<file path="config.mk">
export PLATFORM = sky130hd
export DESIGN_NAME = cpu_stage_sequencer_flat
export DESIGN_NICKNAME = d
export VERILOG_FILES = /design/src/rtl/cpu_pkg.sv /design/src/rtl/cpu_stage_sequencer_if.sv /design/src/rtl/seq_wait_timer.sv /design/src/rtl/cpu_stage_sequencer.sv /design/src/flat_wrapper.sv
export SDC_FILE = /design/constraint.sdc
export NUM_CORES = 1
export LEC_CHECK = 0
export BUFFER_PORTS_ARGS = -buffer_cell sky130_fd_sc_hd__buf_2
export CAP_MARGIN = 0
export CORE_AREA = 8 8 77 79
export DETAILED_ROUTE_END_ITERATION = 8
export DIE_AREA = 0 0 85 87
export GPL_TIMING_DRIVEN = 0
export MAX_ROUTING_LAYER = met4
export PLACE_DENSITY = 0.73
export SLEW_MARGIN = 10
export SYNTH_ARGS = -nofsm -noshare
export SYNTH_HDL_FRONTEND = slang
export SYNTH_SLANG_ARGS = --single-unit
export TNS_END_PERCENT = 50
</file>
<file path="constraint.sdc">
create_clock -name clk -period 2.06 [get_ports clk]
set_clock_uncertainty 0.05 [all_clocks]
set_input_delay 0.206 -clock clk [delete_from_list [all_inputs] [get_ports clk]]
set_output_delay 0.206 -clock clk [all_outputs]
set_load 0.03 [all_outputs]
</file>
<file path="src/rtl/cpu_pkg.sv">
// ============================================================================
// Module   : cpu_pkg
// Brief    : State encoding and default wait limit for cpu_stage_sequencer.
// Revision : 1.0 - initial release
// ============================================================================
`default_nettype none

package cpu_pkg;

  localparam int unsigned c_STATE_W = 3;

  localparam logic [2:0] c_ST_IF   = 3'd0;
  localparam logic [2:0] c_ST_ID   = 3'd1;
  localparam logic [2:0] c_ST_EX   = 3'd2;
  localparam logic [2:0] c_ST_MEM  = 3'd3;
  localparam logic [2:0] c_ST_WB   = 3'd4;
  localparam logic [2:0] c_ST_IDLE = 3'd5;
  localparam logic [2:0] c_ST_ERR  = 3'd6;

  localparam int c_MEM_TIMEOUT_DEF = 15;

endpackage

`default_nettype wire

</file>
<file path="src/rtl/cpu_stage_sequencer_if.sv">
// ============================================================================
// Module   : cpu_stage_sequencer_if
// Brief    : Control/strobe bundle between the CPU top and the stage sequencer.
// Revision : 1.0 - initial release
// ============================================================================
`default_nettype none

interface cpu_stage_sequencer_if #(
  parameter int CNT_W = 32
) ();
  logic             en;
  logic             err_clr;
  logic             is_load;
  logic             is_store;
  logic             reg_write;
  logic             mem_ready;
  logic [2:0]       state;
  logic             imem_req;
  logic             ir_we;
  logic             rf_re;
  logic             alu_en;
  logic             mem_re;
  logic             mem_we;
  logic             rf_we;
  logic             pc_we;
  logic             busy;
  logic             error;
  logic [CNT_W-1:0] instr_count;

  modport master (
    output en, err_clr, is_load, is_store, reg_write, mem_ready,
    input  state, imem_req, ir_we, rf_re, alu_en, mem_re, mem_we,
           rf_we, pc_we, busy, error, instr_count
  );

  modport slave (
    input  en, err_clr, is_load, is_store, reg_write, mem_ready,
    output state, imem_req, ir_we, rf_re, alu_en, mem_re, mem_we,
           rf_we, pc_we, busy, error, instr_count
  );
endinterface

`default_nettype wire

</file>
<file path="src/rtl/seq_wait_timer.sv">
// ============================================================================
// Module   : seq_wait_timer
// Brief    : Memory wait counter; o_expire fires on the wait cycle that
//            brings the count to MEM_TIMEOUT.
// Revision : 1.0 - initial release
// ============================================================================
`default_nettype none

module seq_wait_timer
  import cpu_pkg::*;
#(
  parameter int MEM_TIMEOUT = c_MEM_TIMEOUT_DEF
) (
  input  wire logic clk,
  input  wire logic reset_n,
  input  wire logic i_clr,
  input  wire logic i_inc,
  output logic      o_expire
);
  localparam int              c_W    = $clog2(MEM_TIMEOUT + 1);
  localparam logic [c_W-1:0]  c_LAST = c_W'(MEM_TIMEOUT - 1);

  logic [c_W-1:0] r_count;

  always_ff @(posedge clk or negedge reset_n) begin
    if (!reset_n) begin
      r_count <= '0;
    end else if (i_clr) begin
      r_count <= '0;
    end else if (i_inc && !o_expire) begin
      r_count <= r_count + 1'b1;
    end
  end

  assign o_expire = i_inc && (r_count == c_LAST);

endmodule

`default_nettype wire

</file>
<file path="src/rtl/cpu_stage_sequencer.sv">
// ============================================================================
// Module   : cpu_stage_sequencer
// Brief    : Clocked IF/ID/EX/MEM/WB control FSM with memory-wait timeout.
//            Optional macro CPU_SEQ_MEM_SKIP_EN: EX jumps to WB for non-memory ops.
// Revision : 1.0 - initial release
// ============================================================================
`default_nettype none

module cpu_stage_sequencer
  import cpu_pkg::*;
#(
  parameter int MEM_TIMEOUT = c_MEM_TIMEOUT_DEF,
  parameter int CNT_W       = 32
) (
  input wire logic             clk,
  input wire logic             reset_n,
  cpu_stage_sequencer_if.slave bus
);
  logic [c_STATE_W-1:0] r_state;
  logic [c_STATE_W-1:0] w_next;
  logic [CNT_W-1:0]     r_instr_count;
  logic w_access, w_waiting_state, w_wait_inc, w_expire;
  logic w_imem_req, w_ir_we, w_rf_re, w_alu_en, w_mem_re, w_mem_we;
  logic w_rf_we, w_pc_we, w_busy, w_error;

  assign w_access        = bus.is_load | bus.is_store;
  // Only IF and an accessing MEM actually wait on the shared handshake.
  assign w_waiting_state = (r_state == c_ST_IF) || ((r_state == c_ST_MEM) && w_access);
  assign w_wait_inc      = w_waiting_state && !bus.mem_ready;

  seq_wait_timer #(.MEM_TIMEOUT(MEM_TIMEOUT)) u_wait_timer (
    .clk      (clk),
    .reset_n  (reset_n),
    .i_clr    (!w_waiting_state),
    .i_inc    (w_wait_inc),
    .o_expire (w_expire)
  );

  always_ff @(posedge clk or negedge reset_n) begin
    if (!reset_n) begin
      r_state <= c_ST_IDLE;
    end else begin
      r_state <= w_next;
    end
  end

  always_comb begin
    w_next = r_state;
    case (r_state)
      c_ST_IDLE: w_next = bus.en ? c_ST_IF : c_ST_IDLE;
      c_ST_IF: begin
        if (w_expire)           w_next = c_ST_ERR;
        else if (bus.mem_ready) w_next = c_ST_ID;
      end
      c_ST_ID: w_next = c_ST_EX;
      c_ST_EX: begin
        if (bus.is_load && bus.is_store) w_next = c_ST_ERR;
`ifdef CPU_SEQ_MEM_SKIP_EN
        else if (!w_access)              w_next = c_ST_WB;
`endif
        else                             w_next = c_ST_MEM;
      end
      c_ST_MEM: begin
        if (!w_access)          w_next = c_ST_WB;
        else if (w_expire)      w_next = c_ST_ERR;
        else if (bus.mem_ready) w_next = c_ST_WB;
      end
      c_ST_WB:  w_next = bus.en ? c_ST_IF : c_ST_IDLE;
      c_ST_ERR: w_next = bus.err_clr ? c_ST_IDLE : c_ST_ERR;
      default:  w_next = c_ST_ERR;
    endcase
  end

  always_comb begin
    w_imem_req = 1'b0;
    w_ir_we    = 1'b0;
    w_rf_re    = 1'b0;
    w_alu_en   = 1'b0;
    w_mem_re   = 1'b0;
    w_mem_we   = 1'b0;
    w_rf_we    = 1'b0;
    w_pc_we    = 1'b0;
    w_busy     = (r_state != c_ST_IDLE) && (r_state != c_ST_ERR);
    w_error    = (r_state == c_ST_ERR);
    case (r_state)
      c_ST_IF: begin
        w_imem_req = 1'b1;
        w_ir_we    = bus.mem_ready;
      end
      c_ST_ID:  w_rf_re  = 1'b1;
      c_ST_EX:  w_alu_en = 1'b1;
      c_ST_MEM: begin
        w_mem_re = bus.is_load;
        w_mem_we = bus.is_store;
      end
      c_ST_WB: begin
        w_rf_we = bus.reg_write;
        w_pc_we = 1'b1;
      end
      default: ;
    endcase
  end

  always_ff @(posedge clk or negedge reset_n) begin
    if (!reset_n) begin
      r_instr_count <= '0;
    end else if (r_state == c_ST_WB) begin
      r_instr_count <= r_instr_count + 1'b1;
    end
  end

  assign bus.state       = r_state;
  assign bus.imem_req    = w_imem_req;
  assign bus.ir_we       = w_ir_we;
  assign bus.rf_re       = w_rf_re;
  assign bus.alu_en      = w_alu_en;
  assign bus.mem_re      = w_mem_re;
  assign bus.mem_we      = w_mem_we;
  assign bus.rf_we       = w_rf_we;
  assign bus.pc_we       = w_pc_we;
  assign bus.busy        = w_busy;
  assign bus.error       = w_error;
  assign bus.instr_count = r_instr_count;

endmodule

`default_nettype wire
</file>
<file path="src/flat_wrapper.sv">
// flat-port wrapper written by rule: the top's interface ports become plain ports
module cpu_stage_sequencer_flat import cpu_pkg::*;
#(
  parameter int MEM_TIMEOUT = c_MEM_TIMEOUT_DEF,
  parameter int CNT_W       = 32
)
  (clk, reset_n, bus_en, bus_err_clr, bus_is_load, bus_is_store, bus_reg_write, bus_mem_ready, bus_state, bus_imem_req, bus_ir_we, bus_rf_re, bus_alu_en, bus_mem_re, bus_mem_we, bus_rf_we, bus_pc_we, bus_busy, bus_error, bus_instr_count);
  cpu_stage_sequencer_if #(.CNT_W(CNT_W)) bus_i ();
  input wire logic clk;
  input wire logic reset_n;
  input wire logic [$bits(bus_i.en)-1:0] bus_en;
  input wire logic [$bits(bus_i.err_clr)-1:0] bus_err_clr;
  input wire logic [$bits(bus_i.is_load)-1:0] bus_is_load;
  input wire logic [$bits(bus_i.is_store)-1:0] bus_is_store;
  input wire logic [$bits(bus_i.reg_write)-1:0] bus_reg_write;
  input wire logic [$bits(bus_i.mem_ready)-1:0] bus_mem_ready;
  output wire logic [$bits(bus_i.state)-1:0] bus_state;
  output wire logic [$bits(bus_i.imem_req)-1:0] bus_imem_req;
  output wire logic [$bits(bus_i.ir_we)-1:0] bus_ir_we;
  output wire logic [$bits(bus_i.rf_re)-1:0] bus_rf_re;
  output wire logic [$bits(bus_i.alu_en)-1:0] bus_alu_en;
  output wire logic [$bits(bus_i.mem_re)-1:0] bus_mem_re;
  output wire logic [$bits(bus_i.mem_we)-1:0] bus_mem_we;
  output wire logic [$bits(bus_i.rf_we)-1:0] bus_rf_we;
  output wire logic [$bits(bus_i.pc_we)-1:0] bus_pc_we;
  output wire logic [$bits(bus_i.busy)-1:0] bus_busy;
  output wire logic [$bits(bus_i.error)-1:0] bus_error;
  output wire logic [$bits(bus_i.instr_count)-1:0] bus_instr_count;
  assign bus_i.en = bus_en;
  assign bus_i.err_clr = bus_err_clr;
  assign bus_i.is_load = bus_is_load;
  assign bus_i.is_store = bus_is_store;
  assign bus_i.reg_write = bus_reg_write;
  assign bus_i.mem_ready = bus_mem_ready;
  assign bus_state = bus_i.state;
  assign bus_imem_req = bus_i.imem_req;
  assign bus_ir_we = bus_i.ir_we;
  assign bus_rf_re = bus_i.rf_re;
  assign bus_alu_en = bus_i.alu_en;
  assign bus_mem_re = bus_i.mem_re;
  assign bus_mem_we = bus_i.mem_we;
  assign bus_rf_we = bus_i.rf_we;
  assign bus_pc_we = bus_i.pc_we;
  assign bus_busy = bus_i.busy;
  assign bus_error = bus_i.error;
  assign bus_instr_count = bus_i.instr_count;
  cpu_stage_sequencer #(.MEM_TIMEOUT(MEM_TIMEOUT), .CNT_W(CNT_W)) u_core (.clk(clk), .reset_n(reset_n), .bus(bus_i));
endmodule
</file>
==> flow_summary.json <==
{
  "clockPowerShare_pct": 27.1,
  "layout-drive-gt1-share_pct": 34.1,
  "grt_start_max_net_pins": 40,
  "nFillCells": 447,
  "die_x_um": 85,
  "ant_nets": 0,
  "fmax_mhz": 521,
  "yosysSeqAreaShare_pct": 48.2,
  "power_density_nw_per_um2": 1110,
  "period_minus_slack_ns": 1.92,
  "grt_use_met1_pct": 14.6,
  "synth.distinct_cells": 37,
  "worstReg2RegStart": "u_core.bus.state[1]",
  "dp_cells": 294,
  "slowest_delay_ns": 0.59,
  "yosys_warnings": 0,
  "top_usage_layer": "met2",
  "clk_pin_slew_worst_paths_ns": 0.08,
  "dr.pass1.iters": 4,
  "via_per_inst": 5.21,
  "vias": 1572,
  "design_area_um2": 2500,
  "syn_nets": 197,
  "cts-buffers-inserted": 5,
  "ios": 53,
  "cts_tree": "built",
  "wl_per_cell_um": 14.4,
  "use_met3_pct": 4.81,
  "postLayoutCoreUtil_pct": 51.6,
  "cts_hold_buf": 0,
  "synth_area_um2": 2030,
  "mostFrequentLayoutCells": "buf_2 (52), dfrtp_1 (37), xnor2_1 (19)",
  "rsz0062_at_grt": "no",
  "cts_max_level": 2,
  "arrival_ns": 1.66,
  "p_sw_share_pct": 38.0,
  "area_delta_synth_final_pct": 23.2,
  "critPathCaptureType": "primary output",
  "hold_class": "primary input to asynchronous set/reset pin",
  "worstRegToRegCells": 6,
  "cts.path.max_buffers": 2,
  "crit_family": "flip-flops",
  "p_seq_share_pct": 35.5,
  "die_y_um": 87,
  "postSynthCellCount": 186,
  "p_leak_nw": 1.24,
  "antenna_found_initial": 0,
  "crit_fanout": 7,
  "grt-ovfl-total": 0,
  "ys.flop_type": "dfrtp_1",
  "slew_violations": 0,
  "synth_edf_count": 0,
  "tightest_slew_ns": 0.859,
  "drt_wl_total_mm": 4.34,
  "whs_ns": -0.0282,
  "intPower_mw": 1.72,
  "port_buffers": 52,
  "placed_area_um2": 2370,
  "grt_pass1_vias": 1547,
  "syn_avg_cell_area_um2": 10.9,
  "clock_sinks": 39,
  "crit_path_start": "u_core.bus.state[2]",
  "rows": 26,
  "multiInputGateArea_um2": 986,
  "grtUsageMet2_pct": 19.2,
  "worstReg2RegEnd": "u_core.bus.instr_count[11]",
  "initial_utilization_pct": 41.9,
  "dp_slack_ns": 0.164,
  "violations": "hold timing",
  "slew-limit-headroom_pct": 42.7,
  "status": "finished, violations left",
  "r2r_slack_ns": 0.15,
  "cap_violations": 0,
  "drc": 0,
  "critPathBufInv": 1,
  "grt.total_usage_pct": 12.6,
  "post-route-period-util_pct": 93.1,
  "worst_path_max_delay_cell": "dfstp_2",
  "grt_pass1_wl_mm": 7.22,
  "async_reset_ff_share_pct": 100,
  "vdd_ir_drop_max_mv": 0.981,
  "gp_congestion": 0.795,
  "ys_ff_latch": 39,
  "crit_chain": "nor3b_2 > and2_1 > buf_2",
  "worstSkewPairLatency_ns": 0.29,
  "tns_ns": 0,
  "dp_hpwl_mm": 3.24,
  "seqCellArea_um2": 978,
  "fin_nets": 256,
  "root_buffer": "clkbuf_8",
  "startpoint_type": "register",
  "p_sw_mw": 1.06,
  "crit_type": "register to primary output",
  "fin_ws_ns": 0.141,
  "layoutNonFillerInstCount": 302,
  "antenna_cells": 0,
  "comb_power_share_pct": 37.4,
  "hold_viol_final": 37,
  "die_area_um2": 7400,
  "power_mw": 2.78,
  "core_area_um2": 4850,
  "layout_commonest_cell": "buf_2",
  "setup_viol": 0,
  "first_iter_violations": 64,
  "required_ns": 1.80
}
[cells by family (layout without fill, tap and decap cells)]
logic type,count (synthesis),after routing,share of synthesized area [%]
adders and majority gates,3,3,1.85
muxes,1,1,0.554
buffers and inverters,12,72,3.51
xor gates and xnor gates,35,35,15.5
and+or+nand+nor,81,81,25.6
DFF,39,39,48.2
AOI/OAI and AO/OA,15,15,4.81
[how the worst max path moves through the flow]
stage / to / cells past startpoint
2_1_floorplan: bus_rf_re / 3
3_3_place_gp: u_core.bus.instr_count[11] / 6
3_5_place_dp: u_core.bus.instr_count[11] / 6
4_1_cts: bus_mem_we / 4
5_1_grt: u_core.bus.instr_count[26] / 4
6_report: bus_rf_we / 3
[worst reg2reg max path, cell delays in order (launching register included)]
cell,delay (ns)
dfrtp_1,0.40
buf_4,0.18
nand4bb_4,0.24
or2_1,0.27
buf_6,0.15
or3_4,0.38
xnor2_2,0.13
[metal layers]
layer / wire [µm] / vias to the layer above
met5: 0 / -
met4: 66 / 0
met3: 300 / 7
met2: 1950 / 48
met1: 2020 / 751
li1: - / 766
[power by group through the flow]
stage / logic, mW / registers [mW] / clock network [mW]
global placement: 1.03 / 0.995 / 0
CTS: 1.05 / 0.988 / 0.772
finish: 1.04 / 0.985 / 0.754
global route: 1.13 / 1.01 / 0.803
detailed placement: 1.04 / 1.00 / 0
floorplan: 0.623 / 1.14 / 0
[flip-flops by register name (all words and copies together) (netlist names)]
register,count
u_core.bus.instr_count,32
u_core.u_wait_timer.r_count,4
u_core.bus.state,3
[cell usage after synthesis, types with 5 or more instances]
library cell  instances  share of area, %
nor3_1                5               1.2
nand3_1              10               2.5
nand4_1              10               3.1
nand2_1              14               2.6
xnor2_1              19               8.2
nor4_2                7               4.3
inv_1                 6               1.1
dfrtp_1              37                46
xor2_1               15               6.5
nor2_1               15               2.8
and3_1                5               1.5
[area by class of cell]
cell class	count	area share (%)
buffer	6	2.05
clock buffer	6	2.90
clock inverter	2	2.40
inverter	6	0.900
multi-input combinational	135	39.4
sequential	39	39.1
tap	56	2.80
timing repair buffer	52	10.4
[repair_timing]
| action | 4_1_cts | 5_1_grt |
|---|---|---|
| buffers inserted | 0 | 0 |
| endpoints found under the setup margin | 0 | 4 |
| resized for setup | 0 | 4 |
Note: power is estimated with default switching activity, not from simulation.
